--- src/rtl/conv_kmem_rd_gen.sv ---
// conv_kmem_rd_gen: read-address generator for convolution kernel weight ROMs.
// Walks every tap of a kernel group REPS times, then steps to the next group,
// producing NPORTS parallel addresses per beat under a valid/ready handshake.
// Optional feature macro: CONV_KMEM_RDLAT_EN adds rd_valid/rd_last (one-cycle
// delayed accept markers for a synchronous ROM) and delays done by one cycle.
module conv_kmem_rd_gen #(
    parameter int KSIZE       = 25,
    parameter int NGROUPS     = 3,
    parameter int REPS        = 64,
    parameter int NPORTS      = 2,
    parameter int PORT_STRIDE = 75,
    parameter int ADDR_W      = 8
) (
    input  logic                                                clk,
    input  logic                                                reset_n,
    input  logic                                                start,
    input  logic                                                abort,
    input  logic                                                ready,
    output logic [NPORTS*ADDR_W-1:0]                            addr,
    output logic                                                addr_valid,
    output logic                                                tap_last,
    output logic [((NGROUPS > 1) ? $clog2(NGROUPS) : 1)-1:0]    grp_idx,
    output logic                                                busy,
    output logic                                                done
`ifdef CONV_KMEM_RDLAT_EN
    ,
    output logic                                                rd_valid,
    output logic                                                rd_last
`endif
);

    localparam int TW = (KSIZE > 1) ? $clog2(KSIZE) : 1;
    localparam int RW = (REPS > 1) ? $clog2(REPS) : 1;
    localparam int GW = (NGROUPS > 1) ? $clog2(NGROUPS) : 1;
    localparam int MAX_ADDR = NGROUPS * KSIZE - 1 + (NPORTS - 1) * PORT_STRIDE;

    // The highest address any port can reach must fit in ADDR_W bits.
    if (MAX_ADDR >= (32'd1 << ADDR_W)) begin : g_addr_range_chk
        $fatal(1, "conv_kmem_rd_gen: address range exceeds ADDR_W");
    end

    typedef enum logic [1:0] {
        ST_IDLE = 2'd0,
        ST_RUN  = 2'd1,
        ST_DONE = 2'd2
    } state_t;

    state_t                   state_r, state_s;
    logic [TW-1:0]            tap_r, tap_s;
    logic [RW-1:0]            rep_r, rep_s;
    logic [GW-1:0]            grp_r, grp_s;
    logic [ADDR_W-1:0]        base_r, base_s;
    logic                     accept_s, final_s, run_s;
    logic [NPORTS*ADDR_W-1:0] addr_r, addr_s;
    logic                     addr_valid_r, tap_last_r, tap_last_s, busy_r, done_r, done_s;
    logic [GW-1:0]            grp_idx_r, grp_idx_s;
`ifdef CONV_KMEM_RDLAT_EN
    logic                     rd_valid_r, rd_valid_s, rd_last_r, rd_last_s;
`endif

    // Next-state and counter advance; counters only move on an accepted beat.
    always_comb begin
        state_s  = state_r;
        tap_s    = tap_r;
        rep_s    = rep_r;
        grp_s    = grp_r;
        base_s   = base_r;
        accept_s = addr_valid_r & ready;
        final_s  = (tap_r == TW'(KSIZE - 1)) && (rep_r == RW'(REPS - 1)) &&
                   (grp_r == GW'(NGROUPS - 1));
        case (state_r)
            ST_IDLE: begin
                if (abort) begin
                    state_s = ST_IDLE;
                end else if (start) begin
                    state_s = ST_RUN;
                end else begin
                    state_s = ST_IDLE;
                end
            end
            ST_RUN: begin
                if (abort || (accept_s && final_s)) begin
                    state_s = abort ? ST_IDLE : ST_DONE;
                    tap_s   = '0;
                    rep_s   = '0;
                    grp_s   = '0;
                    base_s  = '0;
                end else if (accept_s) begin
                    if (tap_r == TW'(KSIZE - 1)) begin
                        tap_s = '0;
                        if (rep_r == RW'(REPS - 1)) begin
                            rep_s  = '0;
                            grp_s  = grp_r + GW'(1'b1);
                            base_s = base_r + ADDR_W'(KSIZE);
                        end else begin
                            rep_s = rep_r + RW'(1'b1);
                        end
                    end else begin
                        tap_s = tap_r + TW'(1'b1);
                    end
                end else begin
                    state_s = ST_RUN;
                end
            end
            ST_DONE: begin
                state_s = ST_IDLE;
            end
            default: begin
                state_s = ST_IDLE;
                tap_s   = '0;
                rep_s   = '0;
                grp_s   = '0;
                base_s  = '0;
            end
        endcase
    end

    // Output values for the coming cycle, computed from the next-state counters.
    always_comb begin
        run_s      = (state_s == ST_RUN);
        addr_s     = '0;
        tap_last_s = run_s && (tap_s == TW'(KSIZE - 1));
        grp_idx_s  = run_s ? grp_s : '0;
        for (int p = 0; p < NPORTS; p++) begin
            if (run_s) begin
                addr_s[p*ADDR_W +: ADDR_W] = base_s + ADDR_W'(tap_s) + ADDR_W'(p * PORT_STRIDE);
            end else begin
                addr_s[p*ADDR_W +: ADDR_W] = '0;
            end
        end
`ifdef CONV_KMEM_RDLAT_EN
        // done trails the DONE state so it lands after the last ROM read beat.
        done_s     = (state_r == ST_DONE) && !abort;
        rd_valid_s = accept_s && !abort;
        rd_last_s  = accept_s && tap_last_r && !abort;
`else
        done_s     = (state_s == ST_DONE);
`endif
    end

    // State, counters and registered outputs.
    always_ff @(posedge clk or negedge reset_n) begin
        if (!reset_n) begin
            state_r      <= ST_IDLE;
            tap_r        <= '0;
            rep_r        <= '0;
            grp_r        <= '0;
            base_r       <= '0;
            addr_r       <= '0;
            addr_valid_r <= 1'b0;
            tap_last_r   <= 1'b0;
            grp_idx_r    <= '0;
            busy_r       <= 1'b0;
            done_r       <= 1'b0;
`ifdef CONV_KMEM_RDLAT_EN
            rd_valid_r   <= 1'b0;
            rd_last_r    <= 1'b0;
`endif
        end else begin
            state_r      <= state_s;
            tap_r        <= tap_s;
            rep_r        <= rep_s;
            grp_r        <= grp_s;
            base_r       <= base_s;
            addr_r       <= addr_s;
            addr_valid_r <= run_s;
            tap_last_r   <= tap_last_s;
            grp_idx_r    <= grp_idx_s;
            busy_r       <= run_s;
            done_r       <= done_s;
`ifdef CONV_KMEM_RDLAT_EN
            rd_valid_r   <= rd_valid_s;
            rd_last_r    <= rd_last_s;
`endif
        end
    end

    assign addr       = addr_r;
    assign addr_valid = addr_valid_r;
    assign tap_last   = tap_last_r;
    assign grp_idx    = grp_idx_r;
    assign busy       = busy_r;
    assign done       = done_r;
`ifdef CONV_KMEM_RDLAT_EN
    assign rd_valid   = rd_valid_r;
    assign rd_last    = rd_last_r;
`endif

endmodule

--- config.mk ---
export PLATFORM = sky130hd
export DESIGN_NAME = conv_kmem_rd_gen
export DESIGN_NICKNAME = d
export VERILOG_FILES = /design/src/rtl/conv_kmem_rd_gen.sv
export SDC_FILE = /design/constraint.sdc
export NUM_CORES = 1
export LEC_CHECK = 0
export CELL_PAD_IN_SITES_DETAIL_PLACEMENT = 0
export CELL_PAD_IN_SITES_GLOBAL_PLACEMENT = 1
export CORE_MARGIN = 8
export CORE_UTILIZATION = 33
export DETAILED_ROUTE_END_ITERATION = 12
export PLACE_DENSITY_LB_ADDON = 0.1
export SYNTH_ARGS = -nofsm -noshare
export SYNTH_HDL_FRONTEND = slang
export SYNTH_SLANG_ARGS = --single-unit
--- constraint.sdc ---
create_clock -name clk -period 4.79 [get_ports clk]
set_input_delay 0.958 -clock clk [delete_from_list [all_inputs] [get_ports clk]]
set_output_delay 0.958 -clock clk [all_outputs]
set_load 0.02 [all_outputs]
==> flow_metrics.tcl, run 1 <==
set metrics [dict create \
    syn_to_final_growth_pct 22.9 \
    cts.clk_slew.worst_paths_ns 0.08 \
    synth_edf_count 0 \
    grt_pass1_vias 1883 \
    synthTopCellsByArea "dfrtp_1 (49%), ha_1 (6.1%), nor2_1 (3.7%)" \
    status "completed" \
    worst-path-buf-inv 3 \
    antenna_found_initial 0 \
    syn_avg_cell_area_um2 9.91 \
    pre_cts_slack_ns 0.162 \
    numCtsBuffers 5 \
    path_delay_family "compound AO/OA/AOI/OAI gates" \
    cts_sinks 44 \
    nNetsFinal 284 \
    drt-total-wl_um 5330 \
    fin_skew_ns 0.00721 \
    synth.distinct_cells 50 \
    drc 0 \
    portBuffers 26 \
    finalWorstSetupSlack_ns 0.547 \
    fin_crit_ns 4.24 \
    insertion_delay_ns 0.30 \
    rr_startpoint "state_r[0]$_DFF_PN0_" \
    drive_gt1_frac 0.108 \
    hold_viol 0 \
    crit_slowest_cell "or3b_2" \
    track_usage 0.119 \
    yosysTopAreaCell "dfrtp_1" \
    synth_top_area_share 0.488 \
    async_reset_ff_frac 1.00 \
    place_congestion 0.740 \
    crit_cells 16 \
    rows 30 \
    core-area_um2 6720 \
    grt_pass1_wl_um 9320 \
    grt_start_max_net_pins 45 \
    cp-end-kind "register" \
    reg2reg_depth 15 \
    diodes 0 \
    drt-initial-drc-count 105 \
    gr-total-overflow 0 \
    startpoint "abort" \
    cts_buffer_depth 2 \
    p_per_area_nw_per_um2 261 \
    syn_area_um2 2260 \
    num_vias 1775 \
    max_freq_ghz 0.236 \
    finalMaxSlewViolations 0 \
    cp-start-kind "input port" \
    ys_ff_latch 44 \
    drtAntennaViolNets 0 \
    synth_ff_type "dfrtp_1" \
    cpPeakStageDelay_ns 0.60 \
    max-slew-margin-rel 0.346 \
    post_cts_buffers 0 \
    timing_worst_setup_path_type "in -> reg" \
    leakage_nw 1.27 \
    place_hpwl_um 4020 \
    fp.dieArea_um2 9750 \
    root_buffer "clkbuf_8" \
    ios 27 \
    htreeDepth 2 \
    start_util 0.336 \
    worstPathMaxFanout 8 \
    yosysWarnings 0 \
    hold_buffers 0 \
    ff2ff_setup_slack_ns 1.06 \
    rsz0062_at_grt "no" \
    finalCritPeriodShare 0.886 \
    routedWlPerCell_um 15.3 \
    yosysSeqAreaShare 0.488 \
    setup_violations 0 \
    r2r-end "addr[14]$_DFF_PN0_" \
    cp-endpoint "addr[14]$_DFF_PN0_" \
    crit_arrival_ns 4.43 \
    worstPathCellList "clkdlybuf4s50_1, or3b_2, o21ai_1, nand2_1, o21ai_0, ha_1, inv_1, fa_1, nor2b_1, o21ai_0, a21boi_0, o21ai_1, xnor2_1, buf_4, xnor2_1, nor2_1" \
    die_height_um 98.7 \
    synth_cells 228 \
    post_cts_resized 0 \
    worstPathRequired_ns 4.97 \
    tritoncts "done" \
    setup_tns_ns 0 \
    postSynthNetCount 245 \
    drt-pass1-iter-count 4 \
    die_x_um 98.7 \
    vdd_drop_max_mv 0.132 \
    worst_slew_pin_slew_ns 0.982 \
    max-cap-violations 0 \
    hp-class "reg -> reg" \
    vias_per_cell 5.10 \
]
Yosys cell counts (2+ instances only):
cell      number
xnor2_1        6
nor3_1         7
o41ai_1        3
o21ai_0       16
ha_1          11
o21ai_1        8
a31oi_1        2
o31ai_1        3
a21o_1         4
a21boi_0       2
or3_1          2
clkbuf_1       5
and3_1         5
nand3_1        4
dfrtp_1       44
and2_1         6
nor2_1        22
o21a_1         3
a211oi_1       2
o211ai_1       2
a21oi_1        7
inv_1         12
nor2b_1        3
nor3b_1        3
nand4_1        3
a22oi_1        2
nand2_1       18
sequential cells by signal, indices dropped and copies added, names as in the netlist:
signal	flops
addr	16
base_r	8
rep_r	6
tap_r	5
grp_idx	2
grp_r	2
state_r	2
busy	1
done	1
tap_last	1
report_power, final:
part / leakage [nW] / internal [W] / switching [W]
clock network: 0.0516 / 0.000118 / 0.000132
registers: 0.606 / 0.000381 / 0.00000992
logic: 0.608 / 0.0000324 / 0.0000522
total: 1.27 / 0.000531 / 0.000194
through the flow:
step	area [um^2]	util	std cells	hold WS [ns]	power (W)
after floorplan	2260	-	228	0.447	0.000442
after global placement	2680	0.399	340	0.464	0.000487
after detailed placement	2680	0.399	340	0.474	0.000485
after CTS	2780	0.413	348	0.486	0.000743
after global routing	2780	0.413	348	0.493	0.000765
final	2780	0.413	348	0.490	0.000725
how the worst min path moves through the flow:
| stage | startpoint | endpoint | cells past startpoint |
|---|---|---|---|
| CTS | rep_r[5]$_DFFE_PN0P_ | rep_r[5]$_DFFE_PN0P_ | 1 |
| detailed placement | rep_r[5]$_DFFE_PN0P_ | rep_r[5]$_DFFE_PN0P_ | 1 |
| finish | rep_r[5]$_DFFE_PN0P_ | rep_r[5]$_DFFE_PN0P_ | 1 |
| global route | rep_r[5]$_DFFE_PN0P_ | rep_r[5]$_DFFE_PN0P_ | 1 |
| global placement | rep_r[5]$_DFFE_PN0P_ | rep_r[5]$_DFFE_PN0P_ | 1 |
| floorplan | rep_r[5]$_DFFE_PN0P_ | rep_r[5]$_DFFE_PN0P_ | 1 |
cell usage in the layout, fill, tap and decap left out, types with 4 or more instances in the layout:
master	Yosys	layout
o21ai_0	16	16
nor3_1	7	7
clkbuf_8	0	6
nand2_1	18	18
nor2_1	22	22
inv_1	12	12
clkdlybuf4s50_1	0	25
a21o_1	4	4
dfrtp_1	44	44
o21ai_1	8	8
a21oi_1	7	7
xnor2_1	6	6
and2_1	6	6
nand3_1	4	4
and3_1	5	5
buf_4	1	13
ha_1	11	11
layout make-up:
type	instances	area, um^2
fillers	649	3940
well taps	80	100
flip-flops and latches	44	1100
clock inverters	2	13.8
clock buffers	6	82.6
multi-input cells	164	1080
repair buffers	39	353
inverters	13	48.8
cells by family (layout without fill, tap and decap cells):
logic type / Yosys count / in the layout / share of synthesized area
buffers and inverters: 20 / 60 / 0.0355
and+or+nand+nor: 83 / 83 / 0.193
AOI/OAI and AO/OA: 60 / 60 / 0.178
muxes: 2 / 2 / 0.00942
xor gates and xnor gates: 7 / 7 / 0.0271
DFF: 44 / 44 / 0.488
adders and majority gates: 12 / 12 / 0.0698
routing by layer:
metal / up-vias / routed length (um) / track usage
met2: 29 / 2350 / 0.188
li1: 895 / - / -
met5: - / 0 / 0
met4: 0 / 89 / 0.0449
met3: 9 / 226 / 0.0331
met1: 842 / 2660 / 0.151
No activity file was read; power rests on OpenSTA's default activity.
==> run 2, diff against run 1 <==
- CORE_ASPECT_RATIO: not set -> 2
- CORE_UTILIZATION: 33 -> 43
==> run 2 against run 1 <==
  * Hold slack improved by 0.0042 ns
  * Sequential power barely moved
  * Die area fell by 18%
==> flow_metrics.tcl, run 2 (synthesis gave the netlist of run 1 again) <==
set metrics [dict create \
    status "completed" \
    fp.dieArea_um2 7970 \
    drt-initial-drc-count 69 \
    ios 27 \
    rr_startpoint "rep_r[0]$_DFFE_PN0P_" \
    gr-total-overflow 0 \
    cts_buffer_depth 2 \
    rsz0062_at_grt "no" \
    diodes 0 \
    track_usage 0.156 \
    die_height_um 118 \
    worst_slew_pin_slew_ns 0.984 \
    cp-end-kind "register" \
    top_layer "met4" \
    hp-class "reg -> reg" \
    post_cts_resized 0 \
    crit_arrival_ns 4.67 \
    num_vias 1816 \
    htreeDepth 2 \
    final_common_cell "dfrtp_1" \
    cpPeakStageDelay_ns 0.60 \
    r2r-end "addr[15]$_DFF_PN0_" \
    rows 37 \
    startpoint "abort" \
    drive_gt1_frac 0.108 \
    reg2reg_depth 16 \
    grt_pass1_vias 1976 \
    path_delay_family "compound AO/OA/AOI/OAI gates" \
    vdd_drop_max_mv 0.343 \
    worstPathCellList "clkdlybuf4s50_1, or3b_2, a21oi_1, nand2_1, o21ai_0, ha_1, inv_1, fa_1, nor2b_1, o21ai_0, a21boi_0, o21ai_1, xnor2_1, a211oi_1, nor3b_1" \
    setup_violations 0 \
    max_freq_ghz 0.224 \
    grt_pass1_wl_um 9700 \
    die_x_um 67.2 \
    nNetsFinal 284 \
    fin_crit_ns 4.46 \
    setup_tns_ns 0 \
    wl_met1_um 2090 \
    timing_worst_setup_path_type "in -> reg" \
    drt-pass1-iter-count 4 \
    crit_cells 15 \
    finalMaxSlewViolations 0 \
    crit_slowest_cell "or3b_2" \
    core-area_um2 5090 \
    drc 0 \
    largest_reg_flops 16 \
    hold_ws_ns 0.494 \
    portBuffers 26 \
    hold_buffers 0 \
    wl_met2_um 3280 \
    insertion_delay_ns 0.29 \
    max-slew-margin-rel 0.344 \
    cp-start-kind "input port" \
    cts.clk_slew.worst_paths_ns 0.09 \
    numCtsBuffers 5 \
    hold_viol 0 \
    worstPathMaxFanout 8 \
    wl_met3_um 131 \
    seq_area_um2 1100 \
    worstPathRequired_ns 5.00 \
    finalCritPeriodShare 0.931 \
    grt_start_max_net_pins 45 \
    cp_common_cell "o21ai_0" \
    multiInputGateArea_um2 1080 \
    antenna_found_initial 0 \
    drtAntennaViolNets 0 \
    vias_per_cell 5.57 \
    place_hpwl_um 4320 \
    layout_common_cells "dfrtp_1 (44), clkdlybuf4s50_1 (25), nor2_1 (22)" \
    place_congestion 0.881 \
    root_buffer "clkbuf_8" \
    drt-total-wl_um 5620 \
    fin_skew_ns 0.00690 \
    p_per_area_nw_per_um2 280 \
    post_cts_buffers 0 \
    nFillCells 506 \
    cts_sinks 44 \
    tritoncts "done" \
    routedWlPerCell_um 17.2 \
    cp-endpoint "addr[15]$_DFF_PN0_" \
    ff2ff_setup_slack_ns 0.82 \
    worst-path-buf-inv 2 \
    start_util 0.443 \
    max-cap-violations 0 \
    leakage_nw 1.28 \
    syn_to_final_growth_pct 22.8 \
]
## run 2: changes by cell type in the layout (fill, tap and decap cells not counted), sizes merged
cell    before  now
bufinv       0    1
inv         14   13
## run 2: area by class of cell
cell class                      instances  share of cell area
Clock buffer                            6              0.0298
Clock inverter                          2              0.0140
Inverter                               13              0.0176
Multi-Input combinational cell        164               0.388
Sequential cell                        44               0.397
Tap cell                               58              0.0262
Timing Repair Buffer                   39               0.127
## run 2: layer usage
metal	global-route usage	vias to the layer above
met3	0.0265	10
met4	0.0606	0
met2	0.291	21
met5	0	-
li1	-	887
met1	0.160	898
## run 2: how the worst min path moves through the flow
stage	end	start	slack, ns	cells after the start
floorplan	rep_r[5]$_DFFE_PN0P_	rep_r[5]$_DFFE_PN0P_	0.45	1
global placement	rep_r[5]$_DFFE_PN0P_	rep_r[5]$_DFFE_PN0P_	0.47	1
detailed placement	rep_r[5]$_DFFE_PN0P_	rep_r[5]$_DFFE_PN0P_	0.48	1
CTS	rep_r[5]$_DFFE_PN0P_	rep_r[5]$_DFFE_PN0P_	0.49	1
global route	rep_r[5]$_DFFE_PN0P_	rep_r[5]$_DFFE_PN0P_	0.54	1
finish	rep_r[5]$_DFFE_PN0P_	rep_r[5]$_DFFE_PN0P_	0.49	1
## run 2: through the flow
step / std cells / instance area [um^2] / worst slack, ns / power, W / util
after global placement: 318 / 2650 / 0.0270 / 0.000486 / 0.521
after floorplan: 228 / 2260 / 0.686 / 0.000442 / -
final: 326 / 2770 / 0.332 / 0.000776 / 0.545
after global routing: 326 / 2770 / 0.0635 / 0.000813 / 0.545
after CTS: 326 / 2770 / 0.337 / 0.000789 / 0.545
after detailed placement: 318 / 2650 / 0.0260 / 0.000486 / 0.521
## run 2: worst register-to-register path: cells and delay by family, from the launching register on
family | cells | cell delay (ns)
adder cells (fa/ha/maj) | 3 | 0.92
XOR/XNOR | 1 | 0.37
AO/OA/AOI/OAI | 5 | 0.92
buffers and inverters | 2 | 0.27
flip-flops | 1 | 0.42
AND/OR/NAND/NOR | 5 | 0.98
## run 2: report_power, final
| group | switching [W] | internal (W) | total [W] | leakage (nW) |
|---|---|---|---|---|
| Combinational | 0.0000531 | 0.0000336 | 0.0000867 | 0.609 |
| Clock | 0.000129 | 0.000171 | 0.000299 | 0.0614 |
| Sequential | 0.00000946 | 0.000381 | 0.000390 | 0.606 |
==> run 3, diff against run 2 <==
- ABC_AREA: not set -> 1
- CORE_UTILIZATION: 43 -> 45
- clock period: 4.79 -> 5.34 ns (I/O delays scaled with it)
==> run 3 against run 2 <==
  * Hold slack improved by 0.034 ns
  * Final cell count grew 11%
  * Clock skew hardly changed
  * Sequential cell count unchanged
  * First-iteration DRC count grew 8.7%
  * Critical path type unchanged
  * Largest cell class unchanged
  * Highest routed layer unchanged
==> flow_metrics.tcl, run 3 <==
set metrics [dict create \
    num_vias 1827 \
    synthTopCellsByArea "dfrtp_1 (47%), nand2_1 (8.3%), inv_1 (7.2%)" \
    worst_slew_pin_slew_ns 0.966 \
    postSynthNetCount 291 \
    place_congestion 0.843 \
    synth_top_area_share 0.469 \
    multiInputGateArea_um2 1030 \
    wl_met1_um 1820 \
    start_util 0.461 \
    vdd_drop_max_mv 0.171 \
    vias_per_cell 5.05 \
    setup_violations 0 \
    seq_area_um2 1100 \
    synth_edf_count 0 \
    synth_ff_type "dfrtp_1" \
    cts_sinks 44 \
    finalMaxSlewViolations 0 \
    htreeDepth 2 \
    syn_avg_cell_area_um2 8.56 \
    top_layer "met4" \
    portBuffers 26 \
    max-cap-violations 0 \
    leakage_nw 1.33 \
    worstPathCellList "clkdlybuf4s50_1, nand2_1, inv_1, nand3_2, nor2_4, a21oi_2, nand2_1, o21ai_0, ha_1, inv_1, fa_1, ha_1, o21ai_0, nand2_1, nor2_1, nand2_1, nand2_1, nor2_1" \
    power.total_w 0.000667 \
    worstPathRequired_ns 5.53 \
    drt-initial-drc-count 75 \
    crit_slowest_cell "a21oi_2" \
    worst-path-buf-inv 3 \
    grt_pass1_wl_um 8890 \
    core-area_um2 5090 \
    worstPathMaxFanout 13 \
    path_delay_family "compound AO/OA/AOI/OAI gates" \
    die_x_um 67.1 \
    largest_reg_flops 16 \
    wl_met2_um 2940 \
    synthTopCellsByCount "nand2_1 (52), inv_1 (45), dfrtp_1 (44)" \
    cts.clk_slew.worst_paths_ns 0.08 \
    max-slew-margin-rel 0.356 \
    hp-class "reg -> reg" \
    yosysMostFrequentCell "nand2_1" \
    yosysWarnings 0 \
    place_hpwl_um 3940 \
    rsz0062_at_grt "no" \
    die_height_um 118 \
    cp-start-kind "input port" \
    grt_pass1_vias 1976 \
    numCtsBuffers 5 \
    grt_start_max_net_pins 45 \
    layout_common_cells "nand2_1 (52), inv_1 (45), dfrtp_1 (44)" \
    drt-pass1-iter-count 4 \
    fp.dieArea_um2 7920 \
    drive_gt1_frac 0.118 \
    ys_ff_latch 44 \
    syn_area_um2 2350 \
    yosysSeqAreaShare 0.469 \
    cp_common_cell "nand2_1" \
    cpPeakStageDelay_ns 0.55 \
    nFillCells 495 \
    routedWlPerCell_um 14.2 \
    root_buffer "clkbuf_8" \
    cp-end-kind "register" \
    synth.distinct_cells 33 \
    cts_buffer_depth 2 \
    rows 37 \
    insertion_delay_ns 0.30 \
    track_usage 0.143 \
    timing_worst_setup_path_type "in -> reg" \
    final_common_cell "nand2_1" \
    yosysTopAreaCell "dfrtp_1" \
    post_cts_buffers 0 \
    drt-total-wl_um 5140 \
    hold_viol 0 \
    async_reset_ff_frac 1.00 \
    fin_crit_ns 4.61 \
    finalCritPeriodShare 0.864 \
    ios 27 \
    synth_cells 274 \
    hold_buffers 0 \
    diodes 0 \
    pre_cts_slack_ns 0.332 \
    crit_arrival_ns 4.80 \
    syn_to_final_growth_pct 16.6 \
    finalWorstSetupSlack_ns 0.728 \
    p_per_area_nw_per_um2 244 \
    gr-total-overflow 0 \
    max_freq_ghz 0.217 \
    fin_skew_ns 0.00732 \
    antenna_found_initial 0 \
    post_cts_resized 0 \
    drc 0 \
    tritoncts "done" \
    status "completed" \
    setup_tns_ns 0 \
    drtAntennaViolNets 0 \
    wl_met3_um 191 \
    nNetsFinal 320 \
]
[run 3: cell types whose count changed in the layout (fill, tap and decap cells not counted), sizes merged, moves of 6 or more]
| cell | change |
|---|---|
| buf | -13 |
| nor2 | +9 |
| o21ai | -10 |
| nand2 | +44 |
| inv | +35 |
| o22ai | +7 |
| nand3 | +14 |
| and2 | -6 |
[run 3: tightest hold or removal path, cell delays in order, from the launching register on]
cell	delay, ns
dfrtp_1	0.38
nand2_1	0.06
nand2_1	0.06
[run 3: worst paths after layout]
check                                startpoint                    to  slack [ns]  depth (start not counted)
min reg2reg                rep_r[1]$_DFFE_PN0P_  rep_r[1]$_DFFE_PN0P_        0.53                          2
min in group asynchronous               reset_n    tap_r[3]$_DFF_PN0_        0.92                          1
max reg2reg                rep_r[0]$_DFFE_PN0P_    addr[14]$_DFF_PN0_        1.34                         18
max in group asynchronous               reset_n    grp_r[1]$_DFF_PN0_        3.82                          1
min                        rep_r[1]$_DFFE_PN0P_  rep_r[1]$_DFFE_PN0P_        0.53                          2
max                                       ready    addr[14]$_DFF_PN0_        0.73                         18
[run 3: area by class of cell]
type | count | share of cell area
flip-flops and latches | 44 | 0.402
multi-input cells | 178 | 0.376
inverters | 48 | 0.0658
well taps | 58 | 0.0265
clock buffers | 6 | 0.0302
repair buffers | 26 | 0.0933
clock inverters | 2 | 0.00549
[run 3: per-layer routing]
metal | vias to the layer above | track usage
li1 | 927 | -
met1 | 852 | 0.132
met2 | 35 | 0.267
met3 | 13 | 0.0324
met4 | 0 | 0.0791
met5 | - | 0
[run 3: cells by family after synthesis]
group                    share of synthesized area
AO/OA/AOI/OAI                                0.111
XOR/XNOR                                    0.0224
adder cells (fa/ha/maj)                     0.0672
buffers and inverters                       0.0917
flip-flops                                   0.469
AND/OR/NAND/NOR                              0.238
[run 3: per-stage QoR]
step,util,instance area (um^2),instances,hold WS [ns]
after global routing,0.537,2740,362,0.551
after global placement,0.518,2640,354,0.499
after CTS,0.537,2740,362,0.537
after floorplan,-,2350,274,0.475
after detailed placement,0.518,2640,354,0.516
final,0.537,2740,362,0.528
[run 3: report_power, final]
| part | total, W | switching (W) | internal (W) |
|---|---|---|---|
| Combinational | 0.0000912 | 0.0000587 | 0.0000325 |
| Sequential | 0.000354 | 0.00000891 | 0.000345 |
| Clock | 0.000222 | 0.000117 | 0.000105 |
| Total | 0.000667 | 0.000185 | 0.000482 |
